File: src/rtl/tone_buzzer_gen.sv
// -----------------------------------------------------------------------------
// tone_buzzer_gen
//   Multi-tone square-wave buzzer driver. A half-period divider table turns the
//   system clock into NUM_TONES selectable tones. A tone plays either for a
//   programmed number of 1 ms ticks (one-shot) or until stopped (continuous).
//   The tone can be retuned while playing; a retune only lands on a toggle
//   boundary, so no half-cycle is ever cut short.
//
// Ports
//   clk        in   system clock, rising edge
//   rst_n      in   asynchronous active-low reset
//   start      in   1-cycle request; latches tone_sel, duration, continuous
//   stop       in   ends playback (wins over start in the same cycle)
//   continuous in   1 = ignore duration, play until stop
//   tone_sel   in   tone index; sampled at start and at every toggle
//   duration   in   play length in ms ticks
//   buzzer     out  square-wave output (registered)
//   busy       out  high while playing (registered)
//   done       out  1-cycle pulse when playback ends (registered)
// -----------------------------------------------------------------------------
module tone_buzzer_gen #(
  parameter int                           CLK_HZ     = 50_000_000,
  parameter int                           NUM_TONES  = 4,
  parameter int                           SEL_W      = 2,
  parameter int                           DIV_W      = 20,
  parameter logic [NUM_TONES*DIV_W-1:0]   HALF_TABLE = {20'd47801, 20'd60241, 20'd75988, 20'd95785},
  parameter int                           DUR_W      = 16,
  parameter int                           TICK_DIV   = 50000
) (
  input  logic             clk,
  input  logic             rst_n,
  input  logic             start,
  input  logic             stop,
  input  logic             continuous,
  input  logic [SEL_W-1:0] tone_sel,
  input  logic [DUR_W-1:0] duration,
  output logic             buzzer,
  output logic             busy,
  output logic             done
);

  localparam int IDX_W  = (NUM_TONES > 1) ? $clog2(NUM_TONES) : 1;
  localparam int TICK_W = (TICK_DIV > 1) ? $clog2(TICK_DIV) : 1;
  localparam logic [TICK_W-1:0] TICK_LAST = TICK_W'(TICK_DIV - 1);

  // Elaboration-time sanity check of the parameter set.
  if ((2 ** SEL_W) < NUM_TONES || CLK_HZ <= 0) begin : g_param_check
    $error("tone_buzzer_gen: SEL_W too narrow for NUM_TONES or CLK_HZ not positive");
  end

  typedef enum logic {S_IDLE = 1'b0, S_PLAY = 1'b1} state_t;

  state_t            state_reg, state_next;
  logic [DIV_W-1:0]  half_cur_reg, half_cur_next;
  logic [DIV_W-1:0]  div_cnt_reg, div_cnt_next;
  logic [TICK_W-1:0] tick_cnt_reg, tick_cnt_next;
  logic [DUR_W-1:0]  rem_reg, rem_next;
  logic              cont_reg, cont_next;
  logic              buzzer_reg, buzzer_next;
  logic              busy_reg, busy_next;
  logic              done_reg, done_next;

  // Unpacked half-period table; a zero entry would never toggle, so it is
  // promoted to 1.
  logic [DIV_W-1:0] half_tab [NUM_TONES];
  for (genvar gi = 0; gi < NUM_TONES; gi++) begin : g_tab
    localparam logic [DIV_W-1:0] ENTRY = HALF_TABLE[gi*DIV_W +: DIV_W];
    assign half_tab[gi] = (ENTRY == '0) ? DIV_W'(1) : ENTRY;
  end

  // Out-of-range selections clamp to the last table entry.
  logic [IDX_W-1:0] sel_idx;
  always_comb begin
    sel_idx = IDX_W'(NUM_TONES - 1);
    if (32'(tone_sel) < NUM_TONES) sel_idx = IDX_W'(tone_sel);
  end

  logic [DIV_W-1:0] half_lookup;
  assign half_lookup = half_tab[sel_idx];

  // Request decode shared by both states.
  logic go, zero_req, launch;
  assign go       = start & ~stop;
  assign zero_req = go & ~continuous & (duration == '0);
  assign launch   = go & ~zero_req;

  logic div_wrap, tick_wrap, natural_end, play_finish;
  assign div_wrap    = (div_cnt_reg == half_cur_reg - DIV_W'(1));
  assign tick_wrap   = (tick_cnt_reg == TICK_LAST);
  assign natural_end = ~cont_reg & tick_wrap & (rem_reg == DUR_W'(1));
  // A fresh start overrides a one-shot that happens to expire the same cycle;
  // a zero-length retrigger ends playback just as it would from idle.
  assign play_finish = stop | zero_req | (~go & natural_end);

  // State and datapath registers.
  always_ff @(posedge clk or negedge rst_n) begin
    if (!rst_n) begin
      state_reg    <= S_IDLE;
      half_cur_reg <= '0;
      div_cnt_reg  <= '0;
      tick_cnt_reg <= '0;
      rem_reg      <= '0;
      cont_reg     <= 1'b0;
      buzzer_reg   <= 1'b0;
      busy_reg     <= 1'b0;
      done_reg     <= 1'b0;
    end else begin
      state_reg    <= state_next;
      half_cur_reg <= half_cur_next;
      div_cnt_reg  <= div_cnt_next;
      tick_cnt_reg <= tick_cnt_next;
      rem_reg      <= rem_next;
      cont_reg     <= cont_next;
      buzzer_reg   <= buzzer_next;
      busy_reg     <= busy_next;
      done_reg     <= done_next;
    end
  end

  // Next-state logic.
  always_comb begin
    state_next = state_reg;
    case (state_reg)
      S_IDLE:  if (launch) state_next = S_PLAY;
      S_PLAY:  if (play_finish) state_next = S_IDLE;
      default: state_next = S_IDLE;
    endcase
  end

  // Next values of the registered outputs and the playback datapath.
  always_comb begin
    half_cur_next = half_cur_reg;
    div_cnt_next  = div_cnt_reg;
    tick_cnt_next = tick_cnt_reg;
    rem_next      = rem_reg;
    cont_next     = cont_reg;
    buzzer_next   = buzzer_reg;
    busy_next     = busy_reg;
    done_next     = 1'b0;
    case (state_reg)
      S_IDLE: begin
        if (launch) begin
          half_cur_next = half_lookup;
          rem_next      = duration;
          cont_next     = continuous;
          div_cnt_next  = '0;
          tick_cnt_next = '0;
          buzzer_next   = 1'b0;
          busy_next     = 1'b1;
        end else if (zero_req) begin
          done_next = 1'b1;
        end
      end
      S_PLAY: begin
        if (play_finish) begin
          div_cnt_next  = '0;
          tick_cnt_next = '0;
          rem_next      = '0;
          buzzer_next   = 1'b0;
          busy_next     = 1'b0;
          done_next     = 1'b1;
        end else if (launch) begin
          half_cur_next = half_lookup;
          rem_next      = duration;
          cont_next     = continuous;
          div_cnt_next  = '0;
          tick_cnt_next = '0;
          buzzer_next   = 1'b0;
          busy_next     = 1'b1;
        end else begin
          // Reloading the half-period only at a toggle keeps every
          // half-cycle whole when tone_sel changes mid-play.
          if (div_wrap) begin
            buzzer_next   = ~buzzer_reg;
            div_cnt_next  = '0;
            half_cur_next = half_lookup;
          end else begin
            div_cnt_next = div_cnt_reg + DIV_W'(1);
          end
          if (tick_wrap) begin
            tick_cnt_next = '0;
            if (!cont_reg) rem_next = rem_reg - DUR_W'(1);
          end else begin
            tick_cnt_next = tick_cnt_reg + TICK_W'(1);
          end
        end
      end
      default: ;
    endcase
  end

  assign buzzer = buzzer_reg;
  assign busy   = busy_reg;
  assign done   = done_reg;

endmodule

File: config.mk
export PLATFORM = sky130hd
export DESIGN_NAME = tone_buzzer_gen
export DESIGN_NICKNAME = d
export VERILOG_FILES = /design/src/rtl/tone_buzzer_gen.sv
export SDC_FILE = /design/constraint.sdc
export NUM_CORES = 1
export LEC_CHECK = 0
export ABC_AREA = 1
export BUFFER_PORTS_ARGS = -buffer_cell sky130_fd_sc_hd__buf_2
export CORE_ASPECT_RATIO = 0.9
export CORE_MARGIN = 2
export CORE_UTILIZATION = 62
export CTS_CLUSTER_DIAMETER = 60
export DETAILED_ROUTE_END_ITERATION = 8
export GPL_TIMING_DRIVEN = 1
export HOLD_SLACK_MARGIN = 0.06
export PLACE_DENSITY = 0.81
export SLEW_MARGIN = 20
export SYNTH_ARGS = -nofsm -noshare
export SYNTH_HDL_FRONTEND = slang
export SYNTH_SLANG_ARGS = --single-unit
File: constraint.sdc
create_clock -name clk -period 2.6 [get_ports clk]
set_input_delay 0.52 -clock clk [delete_from_list [all_inputs] [get_ports clk]]
set_output_delay 0.52 -clock clk [all_outputs]
set_load 0.02 [all_outputs]
==> results.yml <==
finish:
  area.sequential_mm2: 0.001728
  final_common_cell: "nand2_1"
  instances_no_fill: 877
  antenna_cells: 0
  drive_above_1_share_pct: 10.03
  syn2layout_area_growth_pct: 8.766
  fill_cells: 691
  largest_reg_flops: 20
  multi_input_area_mm2: 0.002853
  final_cell_mix: "nand2_1 (244), nor2_1 (85), inv_1 (83), dfrtp_1 (68), nand3_1 (58)"
  final_nets: 806
floorplanning:
  fp-row-count: 31
  io_pins: 26
  chipHeight_um: 89.28
  fp.dieArea_mm2: 0.008817
  core_area_mm2: 0.007951
  chipWidth_um: 98.76
  initial_utilization_pct: 63.01
yosys:
  synth_edf_count: 0
  yosysSeqAreaShare_pct: 34.47
  netlist-cell-type-count: 34
  synth_fp_nets: 782
  ys_ff_latch: 69
  synth_area_mm2: 0.005010
  synth.avg_cell_area_um2: 6.689
  yosysWarningCount: 0
  async_flop_share_pct: 100.0
  synth_cells: 749
  ys.flop_type: "dfrtp_1"
run:
  maxCapViolations: 0
worst_setup_path:
  worst_setup_path_end_kind: "flip-flop"
  cpMostUsedCell: "nand2_1"
  rrSetupSlack_ps: 200
  arrival_ps: 2630
  cpMaxStageDelayCell: "dfrtp_1"
  crit_fanout: 18
  timing_worst_setup_path_type: "reg2reg"
  crit_chain: "nor2_4 -> nand2_2 -> nor2_4 -> nand2_1 -> xor2_1 -> nand2_1 -> nor2_1 -> nand3_4 -> nand2_2 -> nand2_1 -> nand2_1 -> nand2_1"
  critPathMaxStageDelay_ps: 460
  rr_startpoint: "half_cur_reg[12]$_DFFE_PN0P_"
  worstPathRequired_ps: 2830
  cp-start-kind: "flip-flop"
  ff2ff_path_depth: 12
  r2r-end: "buzzer$_DFFE_PN0P_"
timing:
  grt_setup_unrepaired: "no"
  finalCriticalPeriod_ps: 2396
  finalSetupTns_ps: 0
  skew_ps: 8.740
  fin_crit_sh_pct: 92.17
  worst_pin_slew_ps: 570.4
  slew_headroom_pct: 61.97
  max_freq_ghz: 0.4173
  hold_viol_final: 0
  drv_slew: 0
  setup_viol: 0
power:
  p_per_area_mw_per_mm2: 614.3
  ir_worst_vdd_v: 0.0003857
  power_leakage_uw: 0.002693
route:
  viasPerCell: 5.499
  vias: 4823
  drt_wl_total_um: 12460
  first_pass_iters: 5
  ant_nets: 0
  drtIter0Drc: 192
  drcViolationCount: 0
  wire_per_inst_um: 14.21
placed_design:
  portBuffers: 25
  hpwl_um: 9258
  dp.cells: 861
  gp_congestion: 0.9188
worst_hold_path:
  holdCritPathClass: "in2async"
clock_tree:
  cts.clk_slew.worst_paths_ps: 80
  clock-root-buffer: "clkbuf_8"
  cts_resized: 0
  clk_path_buf_depth: 2
  holdBufCountCts: 0
  htree_levels: 3
  clock_latency_ps: 350
  cts-buffers-inserted: 9
  tritoncts: "built"
  postCtsSetupBuffers: 0
  clock-sinks: 69
outcome:
  run_status: "complete, no violations"
grt:
  antenna_found_initial: 0
  grt_max_degree: 48
  grt_util_all_layers_pct: 28.66
  grt_pass1_vias: 4507
  grt-ovfl-total: 0
  grt_first_pass_wirelength_um: 20430
[metal layers]
metal | share of wire [%] | up-vias | GRT usage (%)
li1 | - | 2426 | -
met1 | 44 | 2195 | 36.03
met2 | 47 | 170 | 50.06
met3 | 5.5 | 32 | 3.987
met4 | 2.9 | 0 | 12.45
met5 | 0 | - | 0
[how the worst max path moves through the flow]
| stage | startpoint | end | slack, ps | depth (start not counted) |
|---|---|---|---|---|
| global route | tick_cnt_reg[0]$_DFFE_PN0P_ | div_cnt_reg[10]$_DFFE_PN0P_ | 30 | 11 |
| floorplan | tick_cnt_reg[0]$_DFFE_PN0P_ | rem_reg[8]$_DFFE_PN0P_ | 610 | 14 |
| finish | half_cur_reg[12]$_DFFE_PN0P_ | buzzer$_DFFE_PN0P_ | 200 | 12 |
| detailed placement | start | buzzer$_DFFE_PN0P_ | 180 | 15 |
| CTS | half_cur_reg[9]$_DFFE_PN0P_ | buzzer$_DFFE_PN0P_ | 200 | 13 |
| global placement | half_cur_reg[9]$_DFFE_PN0P_ | buzzer$_DFFE_PN0P_ | 250 | 15 |
[layout make-up]
cell class | count | area share, %
clock buffers | 12 | 3.031
repair buffers | 31 | 3.352
multi-input cells | 571 | 52.35
clock inverters | 4 | 1.010
inverters | 91 | 6.269
well taps | 99 | 2.273
flip-flops and latches | 69 | 31.71
[cells in the mapped netlist, drive strengths merged (8+ instances only)]
master	n	share of area [%]
ha	10	2.5
nor3	14	1.4
nor2	94	8.0
nand3	60	6.3
nand4	11	1.4
o21ai	37	3.7
clkbuf	10	0.75
inv	89	6.7
dfrtp	69	34
nand2	254	20
buf	8	1.1
xor2	41	7.2
o22ai	25	3.1
[worst max-delay path, delay by kind of cell (launching register included)]
kind | cells | cell delay [ps]
flops | 1 | 460
xor+xnor | 1 | 220
simple gates | 11 | 1600
[kinds of logic after synthesis]
| group | count (synthesis) | share of synthesized area, % |
|---|---|---|
| XOR/XNOR | 48 | 8.392 |
| AND/OR/NAND/NOR | 444 | 38.26 |
| AO/OA/AOI/OAI | 68 | 7.543 |
| buffers and inverters | 109 | 8.641 |
| adder cells (fa/ha/maj) | 10 | 2.498 |
| flip-flops | 69 | 34.47 |
| multiplexers | 1 | 0.1998 |
[power breakdown]
| group | leakage (µW) | internal [µW] | total, µW | switching (µW) |
|---|---|---|---|---|
| sequential | 0.000912 | 1190 | 1340 | 157 |
| clock | 0.000109 | 525 | 964 | 439 |
| combinational | 0.00167 | 355 | 1040 | 684 |
[per-stage QoR]
stage	worst slack, ps	instance area (µm²)	utilization, %	total power (µW)	hold slack [ps]
2_1_floorplan	608.6	5010	-	2106	224.4
3_3_place_gp	251.1	5225	65.71	2348	471.1
3_5_place_dp	176.0	5225	65.71	2376	483.5
4_1_cts	195.9	5445	68.48	3338	176.9
5_1_grt	26.57	5449	68.53	3551	208.0
6_report	203.7	5449	68.53	3347	155.8
(Power assumes the default switching activity.)
